--- src/rtl/tile_fetch_scheduler.sv ---
// Single-port tile VRAM sequencer: prefetches name/pattern/colour one tile ahead of the beam
// and hands every slot the fetch does not need to the host write port.
module tile_fetch_scheduler #(
  parameter logic [13:0] NAME_BASE = 14'h0000,
  parameter logic [13:0] PAT_BASE  = 14'h0800,
  parameter logic [13:0] COL_BASE  = 14'h1000,
  parameter int          TILE_COLS = 32,
  parameter int          TILE_ROWS = 24
) (
  input  logic        clk,
  input  logic        reset,
  input  logic [10:0] hcount,
  input  logic [9:0]  vcount,
  output logic [13:0] vram_addr,
  output logic        vram_rd,
  output logic        vram_wr,
  output logic [7:0]  vram_wdata,
  input  logic [7:0]  vram_rdata,
  input  logic        host_req,
  input  logic [13:0] host_addr,
  input  logic [7:0]  host_wdata,
  output logic        host_ack,
  output logic [7:0]  tile_pattern,
  output logic [7:0]  tile_color,
  output logic        tile_valid
);

  localparam logic [6:0] LAST_FETCH_WIN = 7'(TILE_COLS - 2);
  localparam logic [6:0] WRAP_WIN       = 7'd99;   // hcount 1584..1599
  localparam logic [9:0] LAST_LINE      = 10'd524;
  localparam logic [9:0] ACTIVE_LINES   = 10'(TILE_ROWS * 8);

  typedef enum logic [2:0] {
    SLOT_HOST,
    SLOT_NAME,
    SLOT_PAT,
    SLOT_COL,
    SLOT_BLOCKED
  } slot_e;

  logic [3:0] w_phase;
  logic [6:0] w_win;
  logic       w_has_target;
  logic [9:0] w_target_line;
  logic [4:0] w_target_col;
  logic       w_fetch_win;
  slot_e      w_slot;

  logic       r_fetch_live;
  logic [7:0] r_name;
  logic [7:0] r_pat_sh;
  logic [7:0] r_col_sh;
  logic [7:0] r_tile_pattern;
  logic [7:0] r_tile_color;
  logic       r_tile_valid;

  assign w_phase = hcount[3:0];
  assign w_win   = hcount[10:4];

  // NOTE: every combinational output gets a default before any branch, so no latch is inferred.
  always_comb begin
    w_has_target  = 1'b0;
    w_target_line = vcount;
    w_target_col  = 5'd0;
    if (w_win <= LAST_FETCH_WIN) begin
      w_has_target = 1'b1;
      w_target_col = w_win[4:0] + 5'd1;
    end else if (w_win == WRAP_WIN) begin
      w_has_target  = 1'b1;
      w_target_line = (vcount == LAST_LINE) ? 10'd0 : vcount + 10'd1;
    end
  end

  assign w_fetch_win = w_has_target && (w_target_line < ACTIVE_LINES);

  // Pattern/colour reads need a name latched in this window; an abandoned window skips them.
  always_comb begin
    w_slot = SLOT_HOST;
    if (w_fetch_win) begin
      unique case (w_phase)
        4'd0:                 w_slot = SLOT_NAME;
        4'd2:                 w_slot = r_fetch_live ? SLOT_PAT : SLOT_BLOCKED;
        4'd3:                 w_slot = r_fetch_live ? SLOT_COL : SLOT_BLOCKED;
        4'd1, 4'd4, 4'd15:    w_slot = SLOT_BLOCKED;
        default:              w_slot = SLOT_HOST;
      endcase
    end
  end

  always_comb begin
    vram_rd    = 1'b0;
    vram_wr    = 1'b0;
    vram_addr  = 14'd0;
    vram_wdata = 8'd0;
    host_ack   = 1'b0;
    if (!reset) begin
      unique case (w_slot)
        SLOT_NAME: begin
          vram_rd   = 1'b1;
          vram_addr = NAME_BASE + 14'({w_target_line[7:3], w_target_col});
        end
        SLOT_PAT: begin
          vram_rd   = 1'b1;
          vram_addr = PAT_BASE + 14'({r_name, w_target_line[2:0]});
        end
        SLOT_COL: begin
          vram_rd   = 1'b1;
          vram_addr = COL_BASE + 14'(r_name[7:3]);
        end
        SLOT_HOST: begin
          if (host_req) begin
            vram_wr    = 1'b1;
            vram_addr  = host_addr;
            vram_wdata = host_wdata;
            host_ack   = 1'b1;
          end
        end
        default: ;
      endcase
    end
  end

  // NOTE: state registers use non-blocking assignments so every flop samples pre-edge values.
  always_ff @(posedge clk) begin
    if (reset) begin
      r_fetch_live   <= 1'b0;
      r_name         <= 8'd0;
      r_pat_sh       <= 8'd0;
      r_col_sh       <= 8'd0;
      r_tile_pattern <= 8'd0;
      r_tile_color   <= 8'd0;
      r_tile_valid   <= 1'b0;
    end else begin
      if (w_phase == 4'd0)
        r_fetch_live <= w_fetch_win;
      if (r_fetch_live) begin
        unique case (w_phase)
          4'd1:    r_name   <= vram_rdata;
          4'd3:    r_pat_sh <= vram_rdata;
          4'd4:    r_col_sh <= vram_rdata;
          default: ;
        endcase
      end
      if (w_phase == 4'd15) begin
        r_tile_valid   <= r_fetch_live;
        r_tile_pattern <= r_fetch_live ? r_pat_sh : 8'd0;
        r_tile_color   <= r_fetch_live ? r_col_sh : 8'd0;
      end
    end
  end

  assign tile_pattern = r_tile_pattern;
  assign tile_color   = r_tile_color;
  assign tile_valid   = r_tile_valid;

endmodule

--- config.mk ---
export PLATFORM = sky130hd
export DESIGN_NAME = tile_fetch_scheduler
export DESIGN_NICKNAME = d
export VERILOG_FILES = /design/src/rtl/tile_fetch_scheduler.sv
export SDC_FILE = /design/constraint.sdc
export NUM_CORES = 1
export LEC_CHECK = 0
export CAP_MARGIN = 10
export CORE_ASPECT_RATIO = 0.75
export CORE_MARGIN = 2
export CORE_UTILIZATION = 49
export CTS_CLUSTER_DIAMETER = 100
export DETAILED_ROUTE_END_ITERATION = 12
export PLACE_DENSITY = 0.9
export SLEW_MARGIN = 40
export SYNTH_ARGS = -nofsm -noshare
export SYNTH_HDL_FRONTEND = slang
export SYNTH_SLANG_ARGS = --single-unit
--- constraint.sdc ---
create_clock -name clk -period 5.2 [get_ports clk]
set_input_delay 1.04 -clock clk [delete_from_list [all_inputs] [get_ports clk]]
set_output_delay 1.04 -clock clk [all_outputs]
set_load 0.005 [all_outputs]
# == Word level (Yosys, flattened, before mapping) ==
# Cells that the tools add are included.
# totals
inputBits,54
word_cells,54
reg_bits,42
output_inout_bits,42
# classes
order_cmp,2
eq_ne,10
n_mux,23
n_reduce_logical,8
n_addsub,4
# op_table
op,count
case mux 14 bit (4 select lines),1
2-to-1 mux 8 bit,5
2-to-1 mux 10 bit,3
2-to-1 mux 14 bit,2
"adder 13 x 5 -> 14 bit, first input constant",1
"adder 12 x 11 -> 13 bit, first input constant",1
case mux 3 bit (4 select lines),1
"adder 10 x 1 -> 10 bit, second input constant",1
"== test 10 bit, second input constant",1
"less-than comparator 10 x 8 -> 1 bit, second input constant",1
2-to-1 mux 3 bit,3
"== test 4 x 2 -> 1 bit, second input constant",2
"== test 7 bit, second input constant",1
"<= comparator 7 x 5 -> 1 bit, second input constant",1
2-to-1 mux 1 bit,7
"== test 3 x 2 -> 1 bit, second input constant",2
AND reduction 2 bit,3
OR reduction 3 bit,2
"adder 5 x 1 -> 5 bit, second input constant",1
2-to-1 mux 5 bit,1
"== test 4 x 1 -> 1 bit, second input constant",1
"== test 4 x 3 -> 1 bit, second input constant",1
"== test 4 bit, second input constant",1
zero test 4 bit,1
3 further kinds,3

# == Logic depth before layout (Yosys ltp) ==
# Gate-level depths: netlist of run 1.
# logic_depth
depth_word,11
depth_mapped,10
depth_no_buf,8

# == Worst setup path before layout of run 1 ==
# No wires, ideal clock.
# synth_timing
path_kind,in2out
startpoint,input hcount[6]
endpoint,output vram_wr
n_path_buf,3
path_slack_ns,0.919
t_arrival_ns,3.241
required_ns,4.160
stages,9
cell_sequence,or4b_1 -> buf_2 -> nor4_4 -> nor3b_1 -> or4_1 -> buf_2 -> o21ai_2 -> nor2_1 -> buf_4
# synth_via
elab_chain_cells,9
elab_cells_between_ends,12
classes_between,2 x order compare; 1 x eq/ne; 7 x mux; 2 x reduce/logical
# synth_lines
item,line,text
from (decl),12,"input logic [10:0] hcount,"
"parallel branches: the longest is 4 deep, another holds less-than comparator 10 x 8 -> 1 bit",--,
logical AND 1 bit *,74,assign w_fetch_win = w_has_target && (w_target_line < ACTIVE_LINES);
2-to-1 mux 3 bit *,79,if (w_fetch_win) begin
zero test 3 bit *,--,
2-to-1 mux 1 bit * (2 in series),--,
to (decl),16,"output logic vram_wr,"
# Every way passes the cells marked *.

# == Worst setup path in the final report of run 1 ==
# layout_timing
startpoint,input hcount[8]
endpoint,output vram_addr[2]
# layout_via
elab_chain_cells,9
elab_cells_between_ends,17
classes_between,1 x add/sub; 2 x order compare; 4 x eq/ne; 8 x mux; 2 x reduce/logical
# layout_lines
item,line,text
"parallel branches: the longest is 7 deep, another holds less-than comparator 10 x 8 -> 1 bit",--,
case mux 14 bit (4 select lines) *,97,unique case (w_slot)
2-to-1 mux 14 bit *,96,if (!reset) begin
to (decl),14,"output logic [13:0] vram_addr,"
# Marked as above.

==> metrics, run 1 <==
vias in the first global route=2,892; worst hold path class=reg2reg; row count=23; Post-synth ARST share=0%; drt via density=5.83; Worst path top cell family by delay=buffers and inverters; number of port buffers=95; clk_skew=0.00773 ns; diode count=0; core box area=5300 sq um; Pleak=1.54 nW; Slowest cell on crit path=or4b_4; max-cap viol count=0; CP required=4.16 ns; clk buf depth=2; Buf/Inv on CP=5; outcome=complete, no violations; syn nets=413; EDFF count, synth=0; clock sink total=42; cell with the most instances after synthesis=nand2_1; root buf cell=clkbuf_8; ys flop type=dfxtp_1; minimum clock period=5.09 ns; Final Non-Filler Cells=553; number of synthesized register bits=42; GPL Wtd Cong=0.907; synth warn=0; CP peak stage delay=0.57 ns; utilization after layout=79.5%; FMAX=0.196 GHz; area leader, netlist=dfxtp_1; Cell Area, Placed=3950 sq um; DRT Wirelength=9060 um; Residual DRC=0; Slew headroom=48.5%; Fill cells=379; post-synthesis sequential area ratio=31.4%; Total Routing Usage GR=29.2%; Layout Area Growth over Synthesis=57.4%; ratio of cells with drive above 1 in the final layout=15.1%; VDD IR max=184 uV; H-Tree Depth=2; post-synth top area share=31.4%; Routed wire per std cell=16.4 um; TritonCTS clock tree=yes; Num CTS Buffers=5; worst r2r src=r_fetch_live; Final Hold Viols=0; Reg clk slew, reported paths=0.08 ns; Initial Util=50.5%; syn_area_per_cell=7.53 sq um; Tightest Pin Transition=0.772 ns; CP Class=in2out; final instance area=4210 sq um; Synth area leaders=dfxtp_1 (31%), nand2_1 (7.7%), a21oi_1 (7.7%), mux2i_1 (6.4%), nand3_1 (5.6%); Max FO, Critical Path=8; post-DP HPWL=6820 um; DR pass1 iterations=6; Worst-Skew Late Latency=0.29 ns; total grt overflow=0; Die Wd=89.3 um; cells along the critical path=clkdlybuf4s50_1, or4b_4, o21ai_0, o211ai_1, buf_4, nor4_1, buf_4, buf_12, o21ai_0, a21oi_1, clkdlybuf4s50_1; pin count of the biggest net entering global routing=53; DRT antenna net count=0; startpoint types=primary input; DR iter-0 viols=274; element type at the critical path end=output port; fin nets=535; cts hold-fix bufs=0; via count=3,223; Crit. Startpoint=hcount[8]; Critical Path AT=4.05 ns; Commonest cells post-synth=nand2_1 (55), dfxtp_1 (42), a21oi_1 (41); Hold Crit Start=tile_pattern[4]; synthesized cell area=2670 sq um; I/O Pins=96; setup TNS=0 ns; PwrDens=175 nW/um^2; fin crit share=97.9%; initial antenna violation count=0; die height=68.0 um; Unique masters post-synth=49; Cells after Synth=355; global-route wire length before repair=13,800 um; max-slew violations=0; DIE AREA=6070 sq um; Final setup viols=0; Placed Cells incl. Taps=543
-- metal layers --
| metal | up-vias | track usage (%) | share of wire, % |
|---|---|---|---|
| li1 | 1529 | - | - |
| met1 | 1491 | 41.1 | 44 |
| met2 | 184 | 45.5 | 44 |
| met3 | 19 | 7.96 | 11 |
| met4 | 0 | 4.85 | 1.2 |
| met5 | - | 0 | 0 |
-- power breakdown --
| part | switching, mW | internal [mW] | leakage (nW) |
|---|---|---|---|
| logic | 0.0741 | 0.0887 | 1.15 |
| registers | 0.000129 | 0.321 | 0.338 |
| clock network | 0.111 | 0.143 | 0.0514 |
| total | 0.185 | 0.553 | 1.54 |
-- logic make-up (layout without fill, tap and decap cells) --
kind of cell / count (synthesis) / after routing / synth area share (%)
AOI/OAI and AO/OA: 83 / 83 / 19.7
xor gates and xnor gates: 10 / 10 / 3.28
adders and majority gates: 4 / 4 / 1.87
buffers and inverters: 37 / 160 / 5.80
DFF: 42 / 42 / 31.4
muxes: 17 / 17 / 6.36
and+or+nand+nor: 162 / 162 / 31.6
-- registers in the layout, indices dropped and copies added, names as in the netlist --
name	count
tile_pattern	8
r_col_sh	8
r_fetch_live	1
tile_valid	1
tile_color	8
r_name	8
r_pat_sh	8
-- placed cells by master, fill, tap and decap left out, types with 3 or more instances in the layout --
master / instances
clkdlybuf4s50_1: 90
nand2_1: 54
buf_4: 48
dfxtp_1: 42
a21oi_1: 41
nand3_1: 30
nor2_1: 24
mux2i_1: 17
o211ai_1: 14
nor3b_1: 9
inv_1: 8
nand4_1: 8
o21ai_0: 7
nor3_1: 5
xnor2_1: 5
xor2_1: 5
clkbuf_8: 5
dlymetal6s2s_1: 5
o22ai_1: 4
a32oi_1: 3
ha_1: 3
-- area by class of cell --
cell class	count	area, sq um	area share (%)
Tap cell	75	93.8	2.23
Clock inverter	2	37.5	0.892
Multi-Input combinational cell	276	1790	42.5
Sequential cell	42	841	20.0
Clock buffer	6	72.6	1.72
Timing Repair Buffer	144	1340	31.9
Inverter	8	30.0	0.713
-- repair_timing --
item / 4_1_cts / 5_1_grt
pin swaps: 0 / 1
gates resized for setup: 7 / 16
setup endpoints to repair: 24 / 25
setup buffers: 0 / 2
-- tightest hold or removal path, stage by stage, from the launching register on --
cell and delay (ns):
dfxtp_1 0.31, nand2_1 0.05, a21oi_1 0.05
-- worst paths after layout --
| check | endpoint | slack [ns] | cells after the start |
|---|---|---|---|
| min | tile_pattern[4] | 0.45 | 2 |
| min reg2reg | tile_pattern[4] | 0.45 | 2 |
| max reg2reg | r_pat_sh[7] | 2.90 | 5 |
| max | vram_addr[2] | 0.11 | 11 |
-- stage by stage --
stage | worst slack, ns | total power [mW] | hold slack, ns
floorplan | 0.919 | 0.386 | 0.437
global placement | -0.115 | 0.477 | 0.441
detailed placement | -0.209 | 0.479 | 0.445
CTS | 0.00797 | 0.732 | 0.455
global route | -0.0185 | 0.766 | 0.474
finish | 0.108 | 0.739 | 0.454
(Power assumes the default switching activity.)
==> run 2, diff against run 1 <==
Settings changed: SLEW_MARGIN 40 to 20.
==> metrics, run 2 (same netlist as run 1, synthesis figures left out) <==
CP required=4.16 ns (about the same); max-cap viol count=0 (unchanged); ratio of cells with drive above 1 in the final layout=14.9% (was 15.1%); Setup WS pre-CTS=-0.224 ns (was -0.209 ns); pin count of the biggest net entering global routing=53 (unchanged); Psw=190 uW (was 185 uW); Pleak=1.53 nW (was 1.54 nW); global-route wire length before repair=13,800 um (about the same); cells along the critical path=clkdlybuf4s50_1, or4b_4, o21ai_0, o211ai_1, or4_4, buf_4, buf_4, o211ai_1, a21oi_1, clkdlybuf4s50_1 (was clkdlybuf4s50_1, or4b_4, o21ai_0, o211ai_1, buf_4, nor4_1, buf_4, buf_12, o21ai_0, a21oi_1, clkdlybuf4s50_1); Comb pwr share=21.6% (was 22.0%); reg2reg end=r_pat_sh[7] (unchanged); clock sink total=42 (unchanged); P_int=551 uW (was 553 uW); commonest non-fill, non-tap cell in the layout=clkdlybuf4s50_1 (unchanged); initial antenna violation count=0 (unchanged); Slowest cell on crit path=or4_4 (was or4b_4); outcome=complete, no violations (unchanged); die height=68.0 um (unchanged); Max FO, Critical Path=11 (was 8); Die Wd=89.3 um (unchanged); startpoint types=primary input (unchanged); utilization after layout=79.2% (was 79.5%); Critical Path AT=4.04 ns (was 4.05 ns); diode count=0 (unchanged); DR pass1 iterations=5 (was 6); post-DP HPWL=6790 um (was 6820 um); via count=3,231 (was 3,223); Reg power frac=43.4% (was 43.5%); most frequent cells in the layout=clkdlybuf4s50_1 (89), nand2_1 (54), buf_4 (48), dfxtp_1 (42), a21oi_1 (41) (was clkdlybuf4s50_1 (90), nand2_1 (54), buf_4 (48), dfxtp_1 (42), a21oi_1 (41)); Hold WS=0.452 ns (was 0.454 ns); Final setup viols=0 (unchanged); core box area=5300 sq um (unchanged); H-Tree Depth=2 (unchanged); Initial Util=50.5% (unchanged); total grt overflow=0 (unchanged); clk buf depth=2 (unchanged); root buf cell=clkbuf_8 (unchanged); DRT Wirelength=8980 um (was 9060 um); Tightest Pin Transition=0.790 ns (was 0.772 ns); r2r setup slk=2.85 ns (was 2.90 ns); PwrDens=177 nW/um^2 (was 175 nW/um^2); CP peak stage delay=0.59 ns (was 0.57 ns); Residual DRC=0 (unchanged); total power=741 uW (was 739 uW); clk_skew=0.00679 ns (was 0.00773 ns); switching share of power=25.7% (was 25.1%); CP Class=in2out (unchanged); element type at the critical path end=output port (unchanged); DRT antenna net count=0 (unchanged); Slew headroom=47.3% (was 48.5%); Worst R2R Path Depth=5 (unchanged); Total Routing Usage GR=29.4% (was 29.2%); Crit. Startpoint=hcount[7] (was hcount[8]); TritonCTS clock tree=yes (unchanged); Reg clk slew, reported paths=0.08 ns (about the same); DIE AREA=6070 sq um (unchanged); power share of the clock group=35.1% (was 34.4%); max-slew violations=0 (unchanged); minimum clock period=5.08 ns (was 5.09 ns); row count=23 (unchanged); Layout Area Growth over Synthesis=56.9% (was 57.4%); I/O Pins=96 (unchanged); Worst-Skew Late Latency=0.31 ns (was 0.29 ns); Final Non-Filler Cells=552 (was 553); number of port buffers=95 (unchanged); GPL Wtd Cong=0.907 (unchanged); drt via density=5.85 (was 5.83); worst hold path class=reg2reg (unchanged); DR iter-0 viols=296 (was 274); VDD IR max=175 uV (was 184 uV); Placed Cells incl. Taps=543 (unchanged); vias in the first global route=2,831 (was 2,892); Routed wire per std cell=16.3 um (was 16.4 um); final worst slack=0.119 ns (was 0.108 ns); fin crit share=97.7% (was 97.9%); FMAX=0.197 GHz (was 0.196 GHz); Num CTS Buffers=5 (unchanged); crit path capture=vram_addr[3] (was vram_addr[2]); fin nets=534 (was 535); Final Hold Viols=0 (unchanged); worst r2r src=r_fetch_live (unchanged)
run 2: layout make-up:
| class | count | area (sq um) |
|---|---|---|
| well taps | 75 | 93.8 |
| clock inverters | 2 | 37.5 |
| inverters | 8 | 30.0 |
| multi-input cells | 276 | 1790 |
| clock buffers | 6 | 72.6 |
| flip-flops and latches | 42 | 841 |
| fillers | 385 | 1100 |
| repair buffers | 143 | 1330 |
run 2: worst min-delay path by stage:
| stage | cells past startpoint | slack, ns | endpoint | from |
|---|---|---|---|---|
| 4_1_cts | 2 | 0.45 | tile_color[1] | tile_color[1] |
| 3_5_place_dp | 2 | 0.45 | tile_pattern[4] | tile_pattern[4] |
| 3_3_place_gp | 2 | 0.44 | tile_color[2] | tile_color[2] |
| 5_1_grt | 2 | 0.48 | tile_pattern[6] | tile_pattern[6] |
| 6_report | 2 | 0.45 | tile_color[1] | tile_color[1] |
| 2_1_floorplan | 2 | 0.44 | r_pat_sh[0] | r_pat_sh[0] |
run 2: per-stage QoR:
step / TNS [ns] / instance area [sq um]
global route: -0.0165 / 4200
floorplan: 0 / 2670
CTS: 0 / 4100
detailed placement: -2.56 / 3950
finish: 0 / 4200
global placement: -0.769 / 3950
run 2: critical path, delay by kind of cell:
kind,cells,cell delay [ns]
buf+inv,4,1.22
simple gates,2,1.15
compound gates,4,0.60
run 2: what timing repair did:
action,in CTS,in global routing
endpoints found under the hold margin,0,0
cloned,0,0
buffers inserted,0,1
pin swaps,0,5
gates resized for setup,9,17
setup endpoints to repair,24,25
hold buffers,0,0
run 2: routing by layer:
layer | GRT usage (%) | up-vias | wire (um)
met5 | 0 | - | 0
met1 | 41.9 | 1509 | 3960
met2 | 45.6 | 177 | 3840
li1 | - | 1527 | -
met3 | 7.00 | 18 | 1060
met4 | 5.78 | 0 | 116
run 2: power by group through the flow:
| stage | logic, mW | clock network [mW] | registers, mW |
|---|---|---|---|
| 5_1_grt | 0.171 | 0.275 | 0.321 |
| 3_3_place_gp | 0.148 | 0 | 0.329 |
| 2_1_floorplan | 0.0569 | 0 | 0.329 |
| 6_report | 0.160 | 0.260 | 0.321 |
| 3_5_place_dp | 0.150 | 0 | 0.329 |
| 4_1_cts | 0.154 | 0.261 | 0.321 |
==> run 3, diff against run 2 <==
Settings changed: MAX_ROUTING_LAYER from default to met4.
==> metrics, run 3 (same netlist as run 1, synthesis figures left out) <==
CP required=4.16 ns (about the same); DIE AREA=6070 sq um (unchanged); Pleak=1.48 nW (was 1.53 nW); Cell Area, Placed=3940 sq um (was 3950 sq um); Hold WS=0.456 ns (was 0.452 ns); setup TNS=0 ns (unchanged); cts hold-fix bufs=0 (unchanged); clk_skew=0.00641 ns (was 0.00679 ns); Layout Area Growth over Synthesis=56.6% (was 56.9%); initial antenna violation count=0 (unchanged); total power=791 uW (was 741 uW); Fill cells=370 (was 385); outcome=complete, no violations (unchanged); commonest non-fill, non-tap cell in the layout=clkdlybuf4s50_1 (unchanged); CP Class=in2out (unchanged); Max FO, Critical Path=4 (was 11); worst hold path class=reg2reg (unchanged); Residual DRC=0 (unchanged); row count=23 (unchanged); Routed wire per std cell=17.0 um (was 16.3 um); drt via density=5.87 (was 5.85); GPL Wtd Cong=0.893 (was 0.907); post-DP HPWL=6970 um (was 6790 um); element type at the critical path end=output port (unchanged); fin crit share=98.9% (was 97.7%); max-slew violations=0 (unchanged); DR iter-0 viols=277 (was 296); Die Wd=89.3 um (unchanged); global-route wire length before repair=14,000 um (was 13,800 um); Critical Path AT=4.10 ns (was 4.04 ns); Initial Util=50.5% (unchanged); Reg clk slew, reported paths=0.08 ns (about the same); clk buf depth=2 (unchanged); RSZ-0062 raised after global routing=yes; area of the multi-input gates=1790 sq um (about the same); total grt overflow=0 (unchanged); vias in the first global route=2,854 (was 2,831); Final Hold Viols=0 (unchanged); I/O Pins=96 (unchanged); minimum clock period=5.14 ns (was 5.08 ns); number of port buffers=95 (unchanged); Final setup viols=0 (unchanged); Sequential Area=841 sq um (unchanged); H-Tree Depth=2 (unchanged); Total Routing Usage GR=30.8% (was 29.4%); most frequent cells in the layout=clkdlybuf4s50_1 (94), nand2_1 (54), buf_4 (46), dfxtp_1 (42), a21oi_1 (41) (was clkdlybuf4s50_1 (89), nand2_1 (54), buf_4 (48), dfxtp_1 (42), a21oi_1 (41)); root buf cell=clkbuf_8 (unchanged); startpoint types=primary input (unchanged); VDD IR max=172 uV (was 175 uV); DRT antenna net count=0 (unchanged); diode count=0 (unchanged); Tightest Pin Transition=0.835 ns (was 0.790 ns); Worst-Skew Late Latency=0.31 ns (about the same); DRT Wirelength=9390 um (was 8980 um); Num CTS Buffers=5 (unchanged); clock sink total=42 (unchanged); TritonCTS clock tree=yes (unchanged); max-cap viol count=0 (unchanged); DR pass1 iterations=5 (unchanged); ratio of cells with drive above 1 in the final layout=15.5% (was 14.9%); die height=68.0 um (unchanged); Slew headroom=44.3% (was 47.3%); pin count of the biggest net entering global routing=53 (unchanged); via count=3,232 (was 3,231); FMAX=0.194 GHz (was 0.197 GHz); core box area=5300 sq um (unchanged); final instance area=4190 sq um (was 4200 sq um); fin nets=533 (was 534); PwrDens=189 nW/um^2 (was 177 nW/um^2); postcts setup bufs=0 (unchanged)
## run 3: area by class of cell
type,instances,area share (%)
Timing Repair Buffer,141,31.0
Tap cell,75,2.24
Sequential cell,42,20.1
Clock buffer,5,1.64
Inverter,8,0.717
Multi-Input combinational cell,277,42.7
Clock inverter,3,1.64
## run 3: metal layers
layer,global-route usage (%),wire length (um)
met4,7.65,164
met2,47.6,4140
met3,7.48,1200
met5,-,0
met1,40.8,3880
## run 3: metrics by stage
step / cells / setup WS, ns / utilization, %
2_1_floorplan: 355 / 0.919 / -
3_3_place_gp: 542 / -0.101 / 74.4
3_5_place_dp: 542 / -0.171 / 74.4
4_1_cts: 550 / 0.0115 / 77.8
5_1_grt: 551 / -0.134 / 79.1
6_report: 551 / 0.0576 / 79.1
## run 3: final timing paths
path	startpoint	endpoint	slack [ns]	cells after the start
min reg2reg	tile_pattern[1]	tile_pattern[1]	0.46	2
max	hcount[6]	vram_rd	0.06	8
min	tile_pattern[1]	tile_pattern[1]	0.46	2
max reg2reg	r_fetch_live	r_pat_sh[7]	2.87	5
## run 3: worst max-delay path, cell delays in order
cell and delay (ns):
clkdlybuf4s50_1 0.45, or4b_4 0.58, nor4_4 0.28, nor3b_1 0.11
or4_4 0.55, a2111oi_0 0.40, buf_4 0.18, clkdlybuf4s50_1 0.50
## run 3: timing repair
| action | 4_1_cts | 5_1_grt |
|---|---|---|
| gates resized for setup | 9 | 10 |
| pin swaps | 0 | 3 |
| endpoints found under the setup margin | 22 | 25 |
| gates cloned | 0 | 1 |
## run 3: power breakdown
group | switching, mW | internal, mW | leakage [nW]
combinational | 0.0745 | 0.0849 | 1.07
clock | 0.118 | 0.192 | 0.0683
sequential | 0.000139 | 0.321 | 0.338
